**src/rtl/rec_ser_par_if.sv**
```systemverilog
// Serial-receiver bus: the serial line in, and the received words and status out.
interface rec_ser_par_if #(
  parameter int WORD_W = 4
);
  logic              S;
  logic [WORD_W-1:0] A;
  logic [WORD_W-1:0] B;
  logic [WORD_W-1:0] C;
  logic [WORD_W-1:0] D;
  logic              valid;
  logic              busy;
  logic              frame_err;

  modport master (output S, input A, B, C, D, valid, busy, frame_err);
  modport slave  (input S, output A, B, C, D, valid, busy, frame_err);
endinterface

```
**src/rtl/rec_ser_par.sv**
```systemverilog
// Serial-to-parallel receiver: start bit, four MSB-first words, stop bit.
// Optional even-parity bit before the stop bit when RX_PARITY_EN is defined.
module rec_ser_par #(
  parameter int WORD_W = 4
) (
  input  logic         clock,
  input  logic         clr,
  rec_ser_par_if.slave bus
);
  localparam int FRAME_W = 4 * WORD_W;
  localparam int BW = (WORD_W > 1) ? $clog2(WORD_W) : 1;
  localparam logic [BW-1:0] BIT_LAST = BW'(WORD_W - 1);

  typedef enum logic [2:0] {
    IDLE,
    DATA,
`ifdef RX_PARITY_EN
    PARITY,
`endif
    STOP,
    RESYNC
  } state_t;

  state_t               state, state_nxt;
  logic [BW-1:0]        bit_cnt;
  logic [1:0]           word_cnt;
  logic [FRAME_W-1:0]   sreg;
  logic [WORD_W-1:0]    a_q, b_q, c_q, d_q;
  logic                 valid_q, err_q;
  logic                 start, shift, load, err, last_bit, par_err;

  assign last_bit = (bit_cnt == BIT_LAST) && (word_cnt == 2'd3);

`ifdef RX_PARITY_EN
  logic par_q;
  // Even parity: the data bits plus the parity bit must hold an even count of ones.
  assign par_err = (^sreg) ^ par_q;
`else
  assign par_err = 1'b0;
`endif

  always_comb begin
    state_nxt = state;
    start     = 1'b0;
    shift     = 1'b0;
    load      = 1'b0;
    err       = 1'b0;
    case (state)
      IDLE: begin
        if (!bus.S) begin
          start     = 1'b1;
          state_nxt = DATA;
        end
      end
      DATA: begin
        shift = 1'b1;
        if (last_bit) begin
`ifdef RX_PARITY_EN
          state_nxt = PARITY;
`else
          state_nxt = STOP;
`endif
        end
      end
`ifdef RX_PARITY_EN
      PARITY: state_nxt = STOP;
`endif
      STOP: begin
        if (bus.S && !par_err) begin
          load      = 1'b1;
          state_nxt = IDLE;
        end else begin
          // A low stop bit leaves the line mid-frame; wait for it to idle high.
          err       = 1'b1;
          state_nxt = bus.S ? IDLE : RESYNC;
        end
      end
      RESYNC: begin
        if (bus.S) state_nxt = IDLE;
      end
      default: state_nxt = IDLE;
    endcase
  end

  always_ff @(posedge clock) begin
    if (clr) begin
      state    <= IDLE;
      bit_cnt  <= '0;
      word_cnt <= '0;
      sreg     <= '0;
      a_q      <= '0;
      b_q      <= '0;
      c_q      <= '0;
      d_q      <= '0;
      valid_q  <= 1'b0;
      err_q    <= 1'b0;
`ifdef RX_PARITY_EN
      par_q    <= 1'b0;
`endif
    end else begin
      state   <= state_nxt;
      valid_q <= load;
      err_q   <= err;
      if (start) begin
        bit_cnt  <= '0;
        word_cnt <= '0;
      end
      if (shift) begin
        sreg <= {sreg[FRAME_W-2:0], bus.S};
        if (bit_cnt == BIT_LAST) begin
          bit_cnt  <= '0;
          word_cnt <= word_cnt + 2'd1;
        end else begin
          bit_cnt <= bit_cnt + BW'(1);
        end
      end
`ifdef RX_PARITY_EN
      if (state == PARITY) par_q <= bus.S;
`endif
      if (load) begin
        a_q <= sreg[FRAME_W-1 -: WORD_W];
        b_q <= sreg[3*WORD_W-1 -: WORD_W];
        c_q <= sreg[2*WORD_W-1 -: WORD_W];
        d_q <= sreg[WORD_W-1:0];
      end
    end
  end

  assign bus.A         = a_q;
  assign bus.B         = b_q;
  assign bus.C         = c_q;
  assign bus.D         = d_q;
  assign bus.valid     = valid_q;
  assign bus.frame_err = err_q;
  assign bus.busy      = (state != IDLE);
endmodule
```
**src/flat_wrapper.sv**
```systemverilog
// flat-port wrapper written by rule: the top's interface ports become plain ports
module rec_ser_par_flat 
#(
  parameter int WORD_W = 4
)
  (clock, clr, bus_S, bus_A, bus_B, bus_C, bus_D, bus_valid, bus_busy, bus_frame_err);
  rec_ser_par_if #(.WORD_W(WORD_W)) bus_i ();
  input  logic clock;
  input  logic clr;
  input wire logic [$bits(bus_i.S)-1:0] bus_S;
  output wire logic [$bits(bus_i.A)-1:0] bus_A;
  output wire logic [$bits(bus_i.B)-1:0] bus_B;
  output wire logic [$bits(bus_i.C)-1:0] bus_C;
  output wire logic [$bits(bus_i.D)-1:0] bus_D;
  output wire logic [$bits(bus_i.valid)-1:0] bus_valid;
  output wire logic [$bits(bus_i.busy)-1:0] bus_busy;
  output wire logic [$bits(bus_i.frame_err)-1:0] bus_frame_err;
  assign bus_i.S = bus_S;
  assign bus_A = bus_i.A;
  assign bus_B = bus_i.B;
  assign bus_C = bus_i.C;
  assign bus_D = bus_i.D;
  assign bus_valid = bus_i.valid;
  assign bus_busy = bus_i.busy;
  assign bus_frame_err = bus_i.frame_err;
  rec_ser_par #(.WORD_W(WORD_W)) u_core (.clock(clock), .clr(clr), .bus(bus_i));
endmodule
```
**config.mk**
```make
export PLATFORM = sky130hd
export DESIGN_NAME = rec_ser_par_flat
export DESIGN_NICKNAME = d
export VERILOG_FILES = /design/src/rtl/rec_ser_par_if.sv /design/src/rtl/rec_ser_par.sv /design/src/flat_wrapper.sv
export SDC_FILE = /design/constraint.sdc
export NUM_CORES = 1
export LEC_CHECK = 0
export ABC_AREA = 1
export CAP_MARGIN = 10
export CELL_PAD_IN_SITES_DETAIL_PLACEMENT = 1
export CELL_PAD_IN_SITES_GLOBAL_PLACEMENT = 1
export CORE_UTILIZATION = 39
export CTS_CLUSTER_DIAMETER = 150
export DETAILED_ROUTE_END_ITERATION = 7
export GPL_TIMING_DRIVEN = 0
export PLACE_DENSITY = 0.89
export RECOVER_POWER = 100
export SLEW_MARGIN = 30
export SYNTH_ARGS = -nofsm -noshare
export SYNTH_HDL_FRONTEND = slang
export SYNTH_SLANG_ARGS = --single-unit
```
**constraint.sdc**
```tcl
create_clock -name clock -period 1.4 [get_ports clock]
set_clock_uncertainty 0.15 [all_clocks]
set_input_delay 0.28 -clock clock [delete_from_list [all_inputs] [get_ports clock]]
set_output_delay 0.28 -clock clock [all_outputs]
set_load 0.01 [all_outputs]
```
==> impl_metrics.json <==
{
  "status": "finished with violations",
  "violations": "setup timing",
  "drc": 0,
  "root_buffer": "clkbuf_8",
  "clockPowerShare_pct": 34.7,
  "synthCells": 184,
  "diodes": 0,
  "dieArea_sq_mm": 0.00416,
  "synth_top_cell_by_area": "dfxtp_1",
  "core_area_sq_mm": 0.00372,
  "worstPathArrival_ns": 1.01,
  "hold_violations": 0,
  "vdd_ir_drop_max_mv": 0.653,
  "slew_headroom_pct": 66.5,
  "cts.sinks": 40,
  "dpl.hpwl_um": 2570,
  "start_util_pct": 41.0,
  "std_cell_rows": 22,
  "timing.final.max_slew_violations": 0,
  "clock_path_buffers": 2,
  "syn_nets": 189,
  "post-route-period-util_pct": 103,
  "syn_avg_cell_area_sq_um": 8.28,
  "syn-cell-area_sq_mm": 0.00152,
  "hold_class": "in -> reg",
  "wl_per_cell_um": 13.6,
  "drt-total-wl_um": 3540,
  "worst_r2r_path_depth": 6,
  "cts_tree": "done",
  "leakage_nw": 0.798,
  "die_w_um": 64.5,
  "avgViaCountPerCell": 5.10,
  "intPower_w": 0.00157,
  "ys_ff_latch": 40,
  "clkLatencyLatePin_ns": 0.29,
  "nFillCells": 470,
  "nNetsFinal": 218,
  "numCtsBuffers": 5,
  "yosysTopAreaCellShare_pct": 52.5,
  "fp.dieH_um": 64.5,
  "ff2ff_setup_slack_ns": 0.01,
  "area_delta_synth_final_pct": 22.8,
  "rsz0062_at_grt": "true",
  "ys_types": 18,
  "cp-start-kind": "flip-flop",
  "pwr-share-comb_pct": 7.6,
  "max_freq_mhz": 695,
  "synth_area_leaders": "dfxtp_1 (53%), nor2_1 (8.6%), a21oi_1 (6.9%)",
  "final_cells": 261,
  "pwr-share-seq_pct": 57.7,
  "cp-endpoint": "bus_busy",
  "dp.cells": 252,
  "p_switching_w": 0.000526,
  "ant_nets": 0,
  "grt_antenna_before_repair": 0,
  "grt_use_total_pct": 19.0,
  "ys_warn_count": 0,
  "grt_pass1_wl_um": 5940,
  "via_count": 1331,
  "dr.pass1.iters": 4,
  "cp-end-kind": "primary output",
  "max_cap_viol_count": 0,
  "yosysSeqAreaShare_pct": 52.5,
  "grt_pass1_vias": 1314,
  "fin_ws_ns": -0.0393,
  "critPathLaunch": "u_core.state[1]$_SDFFE_PP0P_",
  "path_class": "reg -> out",
  "placedInstanceArea_sq_mm": 0.00178,
  "swShare_pct": 25.1,
  "whs_ns": 0.184,
  "worst_pin_slew_ns": 0.503,
  "io_buffers": 20,
  "crit_fanout": 3,
  "regArea_sq_um": 806,
  "grt_overflow_total": 0,
  "timing.rr.start": "u_core.state[1]$_SDFFE_PP0P_",
  "multiInputGateArea_sq_um": 612,
  "first_iter_violations": 52,
  "io_pins": 22,
  "whs_path_depth": 3,
  "r2r-end": "u_core.sreg[12]$_SDFFE_PP0N_",
  "stdcell_area_sq_mm": 0.00187,
  "timing.final.crit_period_ns": 1.44,
  "path_clk_slew_ns": 0.07,
  "grt_max_degree": 12,
  "globalplace.congestion": 0.727,
  "p_per_area_mw_per_mm2": 1120,
  "total_power_w": 0.00210,
  "drive_above_1_share_pct": 13.1,
  "worst_ep_required_time_ns": 0.97,
  "setup_violations": 1,
  "cts.htree.levels": 2
}
-- critical path, cell delays in order, from the launching register on --
cell and delay, ns:
dfxtp_4 0.36, buf_12 0.12, nor2_4 0.07, inv_1 0.04, buf_2 0.13
-- logic make-up after synthesis --
logic type	count (synthesis)	share of synthesized area [%]
compound gates	41	13.7
buf+inv	20	7.80
fa+ha+maj	2	1.64
flops	40	52.5
simple gates	81	24.3
-- per-stage QoR --
| stage | setup TNS [ns] | utilization [%] | setup WS [ns] |
|---|---|---|---|
| final | -0.0393 | 50.4 | -0.0393 |
| after global routing | -0.483 | 50.4 | -0.0868 |
| after CTS | -0.0725 | 50.0 | -0.0725 |
| after detailed placement | -7.80 | 48.0 | -0.273 |
| after global placement | -6.38 | 48.0 | -0.275 |
| after floorplan | 0 | - | 0.211 |
-- flip-flops by register name, indices dropped and copies added, names as in the netlist --
register,flops
u_core.sreg,16
u_core.bus.C,4
u_core.bus.frame_err,1
u_core.bus.valid,1
u_core.bit_cnt,2
u_core.state,2
u_core.bus.A,4
u_core.bus.D,4
u_core.bus.B,4
u_core.word_cnt,2
-- layout make-up --
class / instances / share of cell area [%]
Buffer: 12 / 5.08
Clock buffer: 6 / 3.88
Clock inverter: 1 / 0.267
Inverter: 7 / 1.40
Multi-Input combinational cell: 124 / 32.7
Sequential cell: 40 / 43.0
Tap cell: 48 / 3.21
Timing Repair Buffer: 23 / 10.4
-- worst min-delay path by stage --
stage / slack [ns] / end / startpoint
after floorplan: 0.29 / u_core.bit_cnt[1]$_SDFFE_PP0P_ / u_core.bit_cnt[1]$_SDFFE_PP0P_
after global placement: 0.30 / u_core.bus.A[3]$_SDFFE_PP0P_ / u_core.bus.A[3]$_SDFFE_PP0P_
after detailed placement: 0.30 / u_core.bus.C[3]$_SDFFE_PP0P_ / u_core.bus.C[3]$_SDFFE_PP0P_
after CTS: 0.19 / u_core.bus.B[2]$_SDFFE_PP0P_ / bus_S
after global routing: 0.21 / u_core.bus.D[0]$_SDFFE_PP0P_ / bus_S
final: 0.18 / u_core.bus.B[2]$_SDFFE_PP0P_ / bus_S
-- cells in the mapped netlist --
cell	count
a21oi_2	1
inv_1	5
nand3_1	4
nand4_1	16
clkbuf_1	4
buf_6	4
o21ai_0	17
inv_2	2
dfxtp_1	40
nor2_1	35
o21ai_1	2
nand2_1	24
nor2_4	1
buf_2	2
a21oi_1	21
nand3_4	1
buf_4	3
ha_1	2
-- placed cells by master, fill, tap and decap left out, drive strengths merged --
| cell type | netlist | layout |
|---|---|---|
| nand2 | 24 | 24 |
| nand3 | 5 | 5 |
| dlygate4sd3 | 0 | 1 |
| ha | 2 | 2 |
| dlygate4sd2 | 0 | 18 |
| nor2 | 36 | 36 |
| a21oi | 22 | 22 |
| clkbuf | 4 | 10 |
| o21ai | 19 | 19 |
| inv | 7 | 7 |
| nand4 | 16 | 16 |
| clkinv | 0 | 1 |
| dfxtp | 40 | 40 |
| buf | 9 | 12 |
-- layer usage --
metal  share of wire, %  up-vias  track usage [%]
li1                   -      676                -
met2                 48       19             32.6
met5                  0        -                0
met1                 48      627             21.9
met4                2.1        0             7.50
met3                2.4        9             5.81
-- power groups by stage --
stage | registers [W] | logic (W) | clock network [W]
after CTS | 0.00121 | 0.000159 | 0.000742
after global routing | 0.00121 | 0.000181 | 0.000780
after floorplan | 0.00122 | 0.000118 | 0
final | 0.00121 | 0.000159 | 0.000729
after global placement | 0.00123 | 0.000150 | 0
after detailed placement | 0.00124 | 0.000158 | 0
-- repair_timing --
item                       4_1_cts  5_1_grt
buffers inserted                 1        2
resized for setup               27        9
pin swaps                        1        0
hold buffers                     0        0
setup endpoints to repair       19       32
No activity file was read; power rests on OpenSTA's default activity.
